## src/rtl/pulse_period_meter.sv

```systemverilog
// Measures period and high time of a slow square wave in clk cycles, with a sticky loss-of-signal flag.
// Optional 3-sample input stability filter: define PULSE_PERIOD_METER_DEGLITCH_EN.
module pulse_period_meter #(
   parameter int unsigned CNT_W   = 16,
   parameter int unsigned TIMEOUT = 50000
) (
   input  logic             clk,
   input  logic             rst,
   input  logic             in_sig,
   output logic [CNT_W-1:0] period,
   output logic [CNT_W-1:0] high_time,
   output logic             period_valid,
   output logic             timeout,
   output logic             measuring
);

   typedef enum logic [0:0] {StIdle, StMeasure} state_e;

   localparam logic [CNT_W-1:0] CntLast = CNT_W'(TIMEOUT - 1);

   logic r_sync1, r_sync2, r_lvl;
   logic w_lvl, w_rise, w_fall;

   always_ff @(posedge clk or negedge rst) begin
      if (!rst) begin
         r_sync1 <= 1'b0;
         r_sync2 <= 1'b0;
         r_lvl   <= 1'b0;
      end else begin
         r_sync1 <= in_sig;
         r_sync2 <= r_sync1;
         r_lvl   <= w_lvl;
      end
   end

`ifdef PULSE_PERIOD_METER_DEGLITCH_EN
   logic [1:0] r_hist;

   always_ff @(posedge clk or negedge rst) begin
      if (!rst) begin
         r_hist <= 2'b00;
      end else begin
         r_hist <= {r_hist[0], r_sync2};
      end
   end

   // Level follows the synchronised input only once three samples in a row agree.
   assign w_lvl = (r_sync2 == r_hist[0] && r_hist[0] == r_hist[1]) ? r_sync2 : r_lvl;
`else
   assign w_lvl = r_sync2;
`endif

   assign w_rise = w_lvl & ~r_lvl;
   assign w_fall = ~w_lvl & r_lvl;

   state_e           r_state, w_state_nxt;
   logic [CNT_W-1:0] r_cnt, w_cnt_nxt, w_cnt_inc;
   logic [CNT_W-1:0] r_hi_cap, w_hi_cap_nxt;
   logic             r_fall_seen, w_fall_seen_nxt;
   logic [CNT_W-1:0] r_period, w_period_nxt;
   logic [CNT_W-1:0] r_high, w_high_nxt;
   logic             r_valid, w_valid_nxt;
   logic             r_timeout, w_timeout_nxt;

   assign w_cnt_inc = r_cnt + CNT_W'(1);

   always_comb begin
      w_state_nxt     = r_state;
      w_cnt_nxt       = r_cnt;
      w_hi_cap_nxt    = r_hi_cap;
      w_fall_seen_nxt = r_fall_seen;
      w_period_nxt    = r_period;
      w_high_nxt      = r_high;
      w_valid_nxt     = 1'b0;
      w_timeout_nxt   = r_timeout;
      unique case (r_state)
         StIdle: begin
            w_cnt_nxt = '0;
            if (w_rise) begin
               w_state_nxt     = StMeasure;
               w_fall_seen_nxt = 1'b0;
            end
         end
         StMeasure: begin
            if (w_rise) begin
               // A rise on the last allowed count still completes a measurement.
               w_period_nxt    = w_cnt_inc;
               w_high_nxt      = r_fall_seen ? r_hi_cap : w_cnt_inc;
               w_valid_nxt     = 1'b1;
               w_timeout_nxt   = 1'b0;
               w_cnt_nxt       = '0;
               w_fall_seen_nxt = 1'b0;
            end else if (r_cnt == CntLast) begin
               w_state_nxt   = StIdle;
               w_timeout_nxt = 1'b1;
               w_cnt_nxt     = '0;
            end else begin
               w_cnt_nxt = w_cnt_inc;
               if (w_fall) begin
                  w_hi_cap_nxt    = w_cnt_inc;
                  w_fall_seen_nxt = 1'b1;
               end
            end
         end
      endcase
   end

   always_ff @(posedge clk or negedge rst) begin
      if (!rst) begin
         r_state     <= StIdle;
         r_cnt       <= '0;
         r_hi_cap    <= '0;
         r_fall_seen <= 1'b0;
         r_period    <= '0;
         r_high      <= '0;
         r_valid     <= 1'b0;
         r_timeout   <= 1'b0;
      end else begin
         r_state     <= w_state_nxt;
         r_cnt       <= w_cnt_nxt;
         r_hi_cap    <= w_hi_cap_nxt;
         r_fall_seen <= w_fall_seen_nxt;
         r_period    <= w_period_nxt;
         r_high      <= w_high_nxt;
         r_valid     <= w_valid_nxt;
         r_timeout   <= w_timeout_nxt;
      end
   end

   assign period       = r_period;
   assign high_time    = r_high;
   assign period_valid = r_valid;
   assign timeout      = r_timeout;
   assign measuring    = (r_state == StMeasure);

endmodule

```

## config.mk

```make
export PLATFORM = sky130hd
export DESIGN_NAME = pulse_period_meter
export DESIGN_NICKNAME = d
export VERILOG_FILES = /design/src/rtl/pulse_period_meter.sv
export SDC_FILE = /design/constraint.sdc
export NUM_CORES = 1
export LEC_CHECK = 0
export CAP_MARGIN = 15
export CORE_MARGIN = 4
export CORE_UTILIZATION = 61
export CTS_BUF_LIST = sky130_fd_sc_hd__clkbuf_8
export DETAILED_ROUTE_END_ITERATION = 10
export PLACE_DENSITY = 0.85
export REMOVE_ABC_BUFFERS = 1
export SETUP_SLACK_MARGIN = 0.05
export SLEW_MARGIN = 10
export SYNTH_ARGS = -nofsm -noshare
export SYNTH_HDL_FRONTEND = slang
export SYNTH_SLANG_ARGS = --single-unit
export TNS_END_PERCENT = 50
```

## constraint.sdc

```tcl
create_clock -name clk -period 3.31 [get_ports clk]
set_input_delay 0.331 -clock clk [delete_from_list [all_inputs] [get_ports clk]]
set_output_delay 0.331 -clock clk [all_outputs]
set_load 0.05 [all_outputs]
```

Yosys cells after proc, flatten, opt, wreduce, memory -nomap -nowiden:

Cells that the tools add are included.

* add/subtract/negate cells: 1
* multiply operators: 0
* div/mod/pow operators: 0
* magnitude comparators: 0
* equal/unequal tests: 4
* shift-type cells: 0
* mux-type cells: 16
* bitwise operators: 7
* reduce and logical (&&, ||, !) cells: 5

Operators by type and width (count)
* 2-to-1 mux 16 bit: 3
* one-hot mux 16 bit (2 select lines): 1
* adder 16 x 1 -> 16 bit (second input constant): 1
* == test 16 bit (second input constant): 1
* 2-to-1 mux 1 bit: 10
* != test 3 bit (second input constant): 2
* inverter 1 bit: 5
* one-hot mux 1 bit (2 select lines): 2
* AND reduction 2 bit: 2
* AND reduction 4 bit: 1
* AND reduction 3 bit: 1
* bitwise AND 1 bit: 2
* != test 2 bit (second input constant): 1
* nonzero test 2 bit: 1

* flip-flop bits (word level): 71
* latch bits: 0
* RAM bits: 0
* ROM bits: 0
* input port bits: 3
* output and inout bits: 35
* logic and storage cells: 44
* memories: 0

Logic depth before layout (Yosys ltp):

Gate-level depths: netlist of the first run.

* depth after elaboration: 6
* mapped depth: 6
* depth with buffers taken out: 5

Least setup slack after synthesis of the first run:

OpenSTA, ideal clock, no wires.

* path type: register to register
* from: reg r_cnt[10]
* to: reg r_cnt[11]
* setup time: 128 ps
* data arrival time: 1750 ps
* required time: 3182 ps
* slack: 1433 ps
* cell stages (with the launch flop): 6
* path buffers: 1
* period minus slack after synthesis: 1877 ps
* path through: dfrtp_1 > or4b_4 > nor4_4 > nand3b_2 > buf_4 > nor2_1

* word-level cells in the longest chain between the ends: 4
* elaborated cells on any way between the ends: 5
* classes of those cells: 1 x add/sub; 1 x eq/ne; 3 x mux

Ends and longest elaborated chain
* from (decl): line 57 `logic [CNT_W-1:0] r_cnt, w_cnt_nxt, w_cnt_inc;`
* from (signal assigned): line 120 `r_cnt <= w_cnt_nxt;`
* adder 16 x 1 -> 16 bit or == test 16 bit (tied branches): line 65, 93
* 2-to-1 mux 16 bit *: line 93 `end else if (r_cnt == CntLast) begin`
* 2-to-1 mux 16 bit *: line 85 `if (w_rise) begin`
* one-hot mux 16 bit (2 select lines) *: line 76 `unique case (r_state)`
* via w_cnt_nxt[11]: line 57

The timed path passes the listed nets; every way through them passes the cells marked *.
A chain may end at the register's enable or synchronous reset.

Worst setup path in the final report of the first run:

* from: reg r_cnt[0]
* to: reg r_hi_cap[4]

* word-level cells in the longest chain between the ends: 3
* elaborated cells on any way between the ends: 4
* classes of those cells: 1 x add/sub; 1 x eq/ne; 1 x bitwise; 1 x reduce/logical

Ends and longest elaborated chain
* parallel branches: the longest is 3 deep, another holds adder 16 x 1 -> 16 bit
* to (signal assigned): line 121 `r_hi_cap <= w_hi_cap_nxt;`
* to (decl): line 58 `logic [CNT_W-1:0] r_hi_cap, w_hi_cap_nxt;`

Parallel ways; which one is timed is not known.

==> results of run 1 <==
state kept, by name, summed over array words and instances, names as in the netlist:
| name | count |
|---|---|
| high_time | 16 |
| r_sync1 | 1 |
| timeout | 1 |
| measuring | 1 |
| r_fall_seen | 1 |
| period | 16 |
| r_sync2 | 1 |
| r_hi_cap | 16 |
| period_valid | 1 |
| r_cnt | 16 |
| r_lvl | 1 |
layout make-up:
cell class | count | area [sq um]
timing repair buffer | 41 | 395
multi-input combinational | 176 | 1060
sequential | 71 | 1780
clock inverter | 3 | 12.5
inverter | 19 | 71.3
fill | 322 | 1170
clock buffer | 11 | 151
tap | 67 | 83.8
layout by cell type, fill, tap and decap left out, drive strengths merged:
cell type and count:
nand2b 1, ha 1, nand3 14, nand2 40
o21a 4, or2 1, clkinv 1, a21oi 3
xnor2 11, inv 21, mux2i 16, o211ai 8
nor2 22, mux2 3, nor4 4, xor2 2
dfrtp 71, nor3 9, nand4 4, o31ai 3
clkdlybuf4s50 36, buf 5, or3 1, clkbuf 11
nand3b 1, nand4b 1, or4b 2, o21ai 25
worst paths after layout:
path                          start      endpoint  slack, ns
min in group clk            r_sync1       r_sync2       0.37
max in group asynchronous       rst   r_hi_cap[2]       2.47
max                        r_cnt[0]   r_hi_cap[4]       1.17
max reg2reg                r_cnt[0]   r_hi_cap[4]       1.17
min                             rst  period_valid       0.07
min reg2reg                 r_sync1       r_sync2       0.37
power by group through the flow:
stage,logic (mW),clock network (mW),registers [mW]
floorplan,0.140,0,1.20
global placement,0.455,0,1.05
detailed placement,0.461,0,1.05
CTS,0.463,0.596,1.04
global route,0.492,0.637,1.06
finish,0.459,0.582,1.04
worst max-delay path, stage by stage (launching register included):
cell	delay [ns]
dfrtp_1	0.49
ha_1	0.26
nand3_1	0.20
nor4_4	0.47
nor3_4	0.08
buf_4	0.19
mux2_1	0.32
kinds of logic after synthesis:
logic type	Yosys count	synth area share, %
fa+ha+maj	1	0.422
xor+xnor	13	3.84
simple gates	100	16.5
mux	19	6.53
buf+inv	31	4.30
compound gates	43	8.52
flops	71	59.9
metal layers:
layer  wire length, microns  vias to the layer above
met5                      0                        -
met4                     94                        0
met3                    234                        6
met2                   2670                       51
met1                   2590                     1030
li1                       -                     1018
per-stage QoR:
| stage | setup slack [ns] | hold WS (ns) | instances | instance area (sq um) | utilization (%) |
|---|---|---|---|---|---|
| 2_1_floorplan | 1.23 | 0.0354 | 266 | 2910 | - |
| 3_3_place_gp | 1.27 | 0.333 | 374 | 3390 | 71.8 |
| 3_5_place_dp | 1.20 | 0.361 | 374 | 3390 | 71.8 |
| 4_1_cts | 1.16 | 0.0823 | 388 | 3550 | 75.3 |
| 5_1_grt | 1.05 | 0.111 | 388 | 3550 | 75.3 |
| 6_report | 1.17 | 0.0693 | 388 | 3550 | 75.3 |
==> impl_results.md, run 1 <==
* TNS Setup at 0 ns
* TritonCTS Buffers at 9
* FMAX at 468 MHz
* Outcome: finished, final reports clean
* Drt drc at 0
* Switching pwr at 0.669 mW
* First-pass GRT wire length at 9850 microns
* Die span in y at 77.8 microns
* H-tree depth at 3
* Ports at 38
* Relative slew slack at 41.4%
* Library cells used by synthesis at 31
* Seq cells post-synth at 71
* Final hold violation count at 0
* Arr. time, crit path at 2.35 ns
* Met1 Usage GRT at 27.0%
* Overall Power at 2.08 mW
* Overall Global Routing Usage at 21.1%
* Post-synth top area share at 59.9%
* Cell-internal power at 1.41 mW
* RSZ-0062 raised after global routing: no
* Grt met2 use at 33.5%
* Sequential Power Share at 50.0%
* Leakage power at 1.57 nW
* Die X at 77.8 microns
* Detailed Route WL at 5580 microns
* Rows at 25
* Synth top area cells: dfrtp_1 (60%), mux2i_1 (5.4%), nand2_1 (5.1%)
* Initial antenna violation count at 0
* Worst Clk Skew at 0.00468 ns
* DR iter-0 viols at 163
* Crit path time final at 2.14 ns
* Async set or reset register ratio after synthesis at 100%
* Sequential cell area fraction in the yosys report at 59.9%
* Syn Inst Count at 278
* Die area at 6050 sq um
* Avg Cell Area, Syn at 10.7 sq um
* GP Congestion at 0.895
* Root Driver: clkbuf_8
* Synth top cells by count: dfrtp_1 (71), nand2_1 (40), o21ai_0 (25)
* Worst skew pair latency at 0.34 ns
* Core area at 4720 sq um
* Net Sw Frac at 32.2%
* Pwr per Cell Area at 585 nW/um^2
* DRT Pass-1 Iters at 4
* Worst Hold Class: in2async
* ANT nets after route at 0
* # resized after CTS at 0
* Post-CTS Setup Bufs at 0
* Layout net count at 322
* Via count at 2105
* Antenna cells at 0
* Most frequent cell after synthesis: dfrtp_1
* Reg clk slew, reported paths at 0.07 ns
* Leading area contributor after synthesis: dfrtp_1
* Setup-failing EPs final at 0
* HPWL Detailed at 3800 microns
* Critical Path End Type: flop
* Final period utilization at 64.6%
* Critical path fanouts, max at 9
* Initial Utilization at 62.8%
* CP required at 3.52 ns
* Vias in the first global route at 2102
* Clock group share of total power at 28.0%
* Setup CP Type: reg2reg
* Startpoint types: flop
* Largest net degree at the start of global routing at 58
* Clock sinks at 71
* Comb power frac at 22.1%
* # hold bufs at CTS at 0
* CTS tree: built
* Main synth FF type: dfrtp_1
* MaxCap Viol Count at 0
* Vias/cell at 5.43
* Total gr overflow at 0
* Wirelength per Cell at 14.4 microns
* Syn. warnings at 0
* Worst VDD drop at 0.000435 V
* Area growth syn-to-layout at 19.8%
* Worst-Margin Slew at 0.879 ns
* Final slew viol count at 0
* EDFF count, synth at 0
* Reg2Reg Depth at 6
* Synth Cell Area at 2970 sq um
* Max clock buf depth at 2
* Share of layout cells above drive strength 1 at 7.48%
* Met3 usage at 6.96%
* Buffers on Ports at 37
* Busiest layer in global routing: met2
Note: power is estimated with default switching activity, not from simulation.
==> inputs of run 2 (changes only) <==
--- a/config.mk
+++ b/config.mk
@@ -7,10 +7,10 @@
 export LEC_CHECK = 0
 export CAP_MARGIN = 15
 export CORE_MARGIN = 4
-export CORE_UTILIZATION = 61
+export CORE_UTILIZATION = 51
 export CTS_BUF_LIST = sky130_fd_sc_hd__clkbuf_8
 export DETAILED_ROUTE_END_ITERATION = 10
-export PLACE_DENSITY = 0.85
+export PLACE_DENSITY = 0.75
 export REMOVE_ABC_BUFFERS = 1
 export SETUP_SLACK_MARGIN = 0.05
 export SLEW_MARGIN = 10
==> constraint.sdc (replaced) <==
create_clock -name clk -period 1.85 [get_ports clk]
set_input_delay 0.185 -clock clk [delete_from_list [all_inputs] [get_ports clk]]
set_output_delay 0.185 -clock clk [all_outputs]
set_load 0.05 [all_outputs]
==> impl_results.md, run 2 (synthesized netlist as in run 1, its figures left out) <==
* Critical path fanouts, max at 7 (was 9)
* Outcome: finished with violations (was finished, final reports clean)
* Final hold violation count at 0 (unchanged)
* Crit path largest cell delay at 0.55 ns (was 0.49 ns)
* CTS tree: built (unchanged)
* Arr. time, crit path at 2.08 ns (was 2.35 ns)
* Critical Path End Type: flop (unchanged)
* Crit-path cells: or4b_4, nor4_4, nor3_4, mux2_4 (was ha_1, nand3_1, nor4_4, nor3_4, buf_4, mux2_1)
* FMAX at 538 MHz (was 468 MHz)
* Grt met2 use at 27.8% (was 33.5%)
* H-tree depth at 3 (unchanged)
* Fin cells at 411 (was 388)
* Failing checks: setup timing
* GP Congestion at 0.863 (was 0.895)
* Area growth syn-to-layout at 27.4% (was 19.8%)
* Die X at 84.3 microns (was 77.8 microns)
* Reg2Reg Depth at 4 (was 6)
* Dpl cells at 394 (was 374)
* HPWL Detailed at 4100 microns (was 3800 microns)
* Pwr per Cell Area at 987 nW/um^2 (was 585 nW/um^2)
* ANT nets after route at 0 (unchanged)
* RSZ-0062 raised after global routing: yes (was no)
* Total gr overflow at 0 (unchanged)
* MaxCap Viol Count at 0 (unchanged)
* DRT Pass-1 Iters at 4 (unchanged)
* Commonest non-fill, non-tap cell in the layout: dfrtp_1 (unchanged)
* Ports at 38 (unchanged)
* Busiest layer in global routing: met2 (unchanged)
* Die area at 7100 sq um (was 6050 sq um)
* Worst-Margin Slew at 0.522 ns (was 0.879 ns)
* DR iter-0 viols at 76 (was 163)
* CP required at 2.07 ns (was 3.52 ns)
* Share of layout cells above drive strength 1 at 14.5% (was 7.48%)
* Startpoint types: flop (unchanged)
* Root Driver: clkbuf_8 (unchanged)
* Vias in the first global route at 2145 (was 2102)
* Drt drc at 0 (unchanged)
* Crit path time final at 1.86 ns (was 2.14 ns)
* CP bufs+invs at 0 (was 1)
* Clock sinks at 71 (unchanged)
* Max clock buf depth at 2 (unchanged)
* Critical path depth in cells at 4 (was 6)
* Wirelength per Cell at 14.7 microns (was 14.4 microns)
* Core area at 5570 sq um (was 4720 sq um)
* Die span in y at 84.3 microns (was 77.8 microns)
* Reg clk slew, reported paths at 0.07 ns (about the same)
* Leakage power at 1.67 nW (was 1.57 nW)
* Overall Global Routing Usage at 18.6% (was 21.1%)
* Initial Utilization at 53.2% (was 62.8%)
* Antenna cells at 0 (unchanged)
* Worst Hold Class: in2reg (was in2async)
* Buffers on Ports at 37 (unchanged)
* Crit path max-delay cell type: or4b_4 (was dfrtp_1)
* TritonCTS Buffers at 9 (unchanged)
* Setup-failing EPs final at 5 (was 0)
* Setup CP Type: reg2reg (unchanged)
* Largest net degree at the start of global routing at 72 (was 58)
* WHS Path Cells at 1
* Met3 usage at 3.04% (was 6.96%)
* Relative slew slack at 65.1% (was 41.4%)
* Top delay family on crit path: simple AND/OR/NAND/NOR gates (unchanged)
* Rows at 27 (was 25)
* Vias/cell at 5.22 (was 5.43)
* Via count at 2146 (was 2105)
* Worst Clk Skew at 0.00590 ns (was 0.00468 ns)
* Final period utilization at 100% (was 64.6%)
* Worst VDD drop at 0.000716 V (was 0.000435 V)
* Worst skew pair latency at 0.34 ns (about the same)
* Initial antenna violation count at 0 (unchanged)
* Core Util, Final at 67.8% (was 75.3%)
* First-pass GRT wire length at 10600 microns (was 9850 microns)
* Layout net count at 340 (was 322)
* Most frequent cells in the layout: dfrtp_1 (71), nand2_1 (40), clkdlybuf4s50_1 (35) (was dfrtp_1 (71), nand2_1 (40), clkdlybuf4s50_1 (36))
* Met1 Usage GRT at 26.4% (was 27.0%)
* Detailed Route WL at 6040 microns (was 5580 microns)
* Worst setup margin at -0.00727 ns (was 1.17 ns)
* Final slew viol count at 0 (unchanged)
==> run 2: area by class of cell <==
type / count / area [sq um]
fill: 422 / 1790
sequential: 71 / 1780
multi-input combinational: 176 / 1110
timing repair buffer: 59 / 589
clock buffer: 9 / 124
tap: 72 / 90.1
inverter: 19 / 71.3
clock inverter: 5 / 21.3
==> run 2: worst paths after layout <==
| kind | start | end | slack (ns) |
|---|---|---|---|
| setup / recovery | r_cnt[10] | r_hi_cap[4] | -0.007 |
| hold / removal | in_sig | r_sync1 | 0.29 |
| setup reg to reg | r_cnt[10] | r_hi_cap[4] | -0.007 |
| hold reg to reg | r_sync1 | r_sync2 | 0.36 |
| max in group asynchronous | rst | high_time[4] | 1.14 |
| min in group asynchronous | rst | period[1] | 0.39 |
==> run 2: report_power, final <==
part           internal (mW)  switching [mW]
clock                  0.452           0.525
combinational          0.343           0.589
sequential              1.71           0.107
==> run 2: repair_timing <==
item                       in CTS  in global routing
setup endpoints to repair      34                 40
gates resized for setup         4                  8
pin swaps                       2                  4
hold endpoints to repair       71                  0
hold buffers                    1                  0
setup buffers                   0                  2
==> run 2: stage by stage <==
stage	hold slack (ns)	setup TNS (ns)	instance area (sq um)	worst slack (ns)	total power, mW
after global routing	0.288	-1.70	3780	-0.0800	3.92
after floorplan	-0.111	-1.33	2910	-0.229	2.40
final	0.288	-0.0238	3780	-0.00727	3.73
after detailed placement	0.239	-0.136	3560	-0.0407	2.76
after global placement	0.236	0	3560	0.0161	2.73
after CTS	0.279	-0.0605	3720	-0.0144	3.76
==> run 2: per-layer routing <==
| layer | wire [microns] | vias to the layer above |
|---|---|---|
| met5 | 0 | - |
| met4 | 86 | 0 |
| met3 | 243 | 9 |
| met2 | 2900 | 48 |
| met1 | 2810 | 1038 |
| li1 | - | 1051 |
==> inputs of run 3 (changes only) <==
--- a/config.mk
+++ b/config.mk
@@ -7,10 +7,11 @@
 export LEC_CHECK = 0
 export CAP_MARGIN = 15
 export CORE_MARGIN = 4
-export CORE_UTILIZATION = 51
+export CORE_UTILIZATION = 57
 export CTS_BUF_LIST = sky130_fd_sc_hd__clkbuf_8
+export CTS_CLUSTER_DIAMETER = 50
 export DETAILED_ROUTE_END_ITERATION = 10
-export PLACE_DENSITY = 0.75
+export PLACE_DENSITY = 0.8
 export REMOVE_ABC_BUFFERS = 1
 export SETUP_SLACK_MARGIN = 0.05
 export SLEW_MARGIN = 10
==> constraint.sdc (replaced) <==
create_clock -name clk -period 2.1 [get_ports clk]
set_input_delay 0.21 -clock clk [delete_from_list [all_inputs] [get_ports clk]]
set_output_delay 0.21 -clock clk [all_outputs]
set_load 0.05 [all_outputs]
==> impl_results.md, run 3 (synthesized netlist as in run 1, its figures left out) <==
* Crit path time final at 1.94 ns (was 1.86 ns)
* Core area at 4880 sq um (was 5570 sq um)
* Detailed Route WL at 6170 microns (was 6040 microns)
* Rows at 25 (was 27)
* Clock sinks at 71 (unchanged)
* CP required at 2.30 ns (was 2.07 ns)
* Reg clk slew, reported paths at 0.07 ns (about the same)
* Worst-Margin Slew at 0.661 ns (was 0.522 ns)
* GP Congestion at 0.890 (was 0.863)
* Root Driver: clkbuf_8 (unchanged)
* Ports at 38 (unchanged)
* Die X at 80.2 microns (was 84.3 microns)
* Share of layout cells above drive strength 1 at 11.3% (was 14.5%)
* Initial Utilization at 60.8% (was 53.2%)
* Relative slew slack at 56.0% (was 65.1%)
* Critical Path End Type: flop (unchanged)
* MaxCap Viol Count at 0 (unchanged)
* Total gr overflow at 0 (unchanged)
* H-tree depth at 3 (unchanged)
* Worst skew pair latency at 0.34 ns (about the same)
* Arr. time, crit path at 2.14 ns (was 2.08 ns)
* Worst hold slack at 0.319 ns (was 0.288 ns)
* Die area at 6420 sq um (was 7100 sq um)
* Buffers on Ports at 37 (unchanged)
* First-pass GRT wire length at 11000 microns (was 10600 microns)
* Final slew viol count at 0 (unchanged)
* TNS Setup at 0 ns (was -0.0238 ns)
* DRT Pass-1 Iters at 4 (unchanged)
* Fin cells at 402 (was 411)
* Vias/cell at 5.45 (was 5.22)
* Overall Global Routing Usage at 22.4% (was 18.6%)
* Layout net count at 336 (was 340)
* Outcome: finished, final reports clean (was finished with violations)
* Worst Hold Class: in2reg (unchanged)
* Final hold violation count at 0 (unchanged)
* Drt drc at 0 (unchanged)
* Antenna cells at 0 (unchanged)
* Setup CP Type: reg2reg (unchanged)
* CTS tree: built (unchanged)
* FMAX at 515 MHz (was 538 MHz)
* Final period utilization at 92.5% (was 100%)
* Startpoint types: flop (unchanged)
* Area growth syn-to-layout at 24.8% (was 27.4%)
* Fillers at 363 (was 422)
* TritonCTS Buffers at 9 (unchanged)
* Via count at 2191 (was 2146)
* Leakage power at 1.64 nW (was 1.67 nW)
* Dpl cells at 381 (was 394)
* Initial antenna violation count at 0 (unchanged)
* Die span in y at 80.2 microns (was 84.3 microns)
* Wirelength per Cell at 15.4 microns (was 14.7 microns)
* Worst VDD drop at 0.000786 V (was 0.000716 V)
* ANT nets after route at 0 (unchanged)
* Core Util, Final at 75.9% (was 67.8%)
* RSZ-0062 raised after global routing: no (was yes)
* Setup-failing EPs final at 0 (was 5)
* HPWL Detailed at 4250 microns (was 4100 microns)
* DR iter-0 viols at 181 (was 76)
* Largest net degree at the start of global routing at 32 (was 72)
* Commonest non-fill, non-tap cell in the layout: dfrtp_1 (unchanged)
* Max clock buf depth at 2 (unchanged)
* Vias in the first global route at 2241 (was 2145)
* Critical path fanouts, max at 5 (was 7)
* Worst Clk Skew at 0.00534 ns (was 0.00590 ns)
* Most frequent cells in the layout: dfrtp_1 (71), nand2_1 (40), clkdlybuf4s50_1 (36) (was dfrtp_1 (71), nand2_1 (40), clkdlybuf4s50_1 (35))
* Pwr per Cell Area at 916 nW/um^2 (was 987 nW/um^2)
[run 3: changes by cell type in the layout (fill, tap and decap cells not counted), sizes merged]
cell	previous run	this run
clkinv	2	0
clkdlybuf4s50	35	36
clkbuf	9	13
nor3	9	10
dlygate4sd2	1	0
buf	22	17
inv	22	20
[run 3: metrics by stage]
step	instance area [sq um]	setup slack, ns	total power, mW
global placement	3460	0.140	2.39
global route	3700	0.0561	3.55
detailed placement	3460	0.0699	2.41
floorplan	2910	0.0212	2.12
CTS	3650	0.0709	3.41
finish	3700	0.157	3.39
[run 3: repair_timing]
action | 4_1_cts | 5_1_grt
hold buffers | 1 | 0
buffers inserted | 0 | 5
setup endpoints to repair | 1 | 28
endpoints found under the hold margin | 28 | 0
pin swaps | 1 | 2
gates cloned | 0 | 1
gates resized for setup | 0 | 1
[run 3: report_power, final]
group / switching [mW] / leakage [nW] / internal [mW] / total, mW
registers: 0.106 / 0.954 / 1.51 / 1.62
logic: 0.513 / 0.593 / 0.264 / 0.777
clock network: 0.459 / 0.0988 / 0.541 / 1.00
[run 3: final timing paths]
kind	from	to	slack (ns)	cells past startpoint
min in group asynchronous	rst	period[5]	0.43	2
min	in_sig	r_sync1	0.32	1
max in group asynchronous	rst	r_hi_cap[12]	0.96	3
max	r_cnt[12]	r_hi_cap[13]	0.16	6
min reg2reg	r_sync1	r_sync2	0.38	0
max reg2reg	r_cnt[12]	r_hi_cap[13]	0.16	6
[run 3: cell type report]
cell class,count,area (sq um),share of cell area [%]
repair buffers,54,508,13.7
flip-flops and latches,71,1780,48.0
clock buffers,13,179,4.83
multi-input cells,177,1080,29.2
well taps,67,83.8,2.26
clock inverters,1,3.75,0.101
inverters,19,71.3,1.93
[run 3: layer usage]
| layer | vias to the layer above | share of wire, % | global-route usage, % |
|---|---|---|---|
| li1 | 1053 | - | - |
| met1 | 1076 | 46 | 30.3 |
| met2 | 51 | 48 | 34.2 |
| met3 | 11 | 3.7 | 5.16 |
| met4 | 0 | 2.0 | 10.5 |
| met5 | - | 0 | 0 |
[run 3: worst max-delay path, stage by stage (launching register included)]
cell     delay [ns]
dfrtp_1        0.44
or4b_4         0.55
nor4_4         0.26
buf_4          0.18
nor3_4         0.07
buf_4          0.18
mux2i_1        0.13
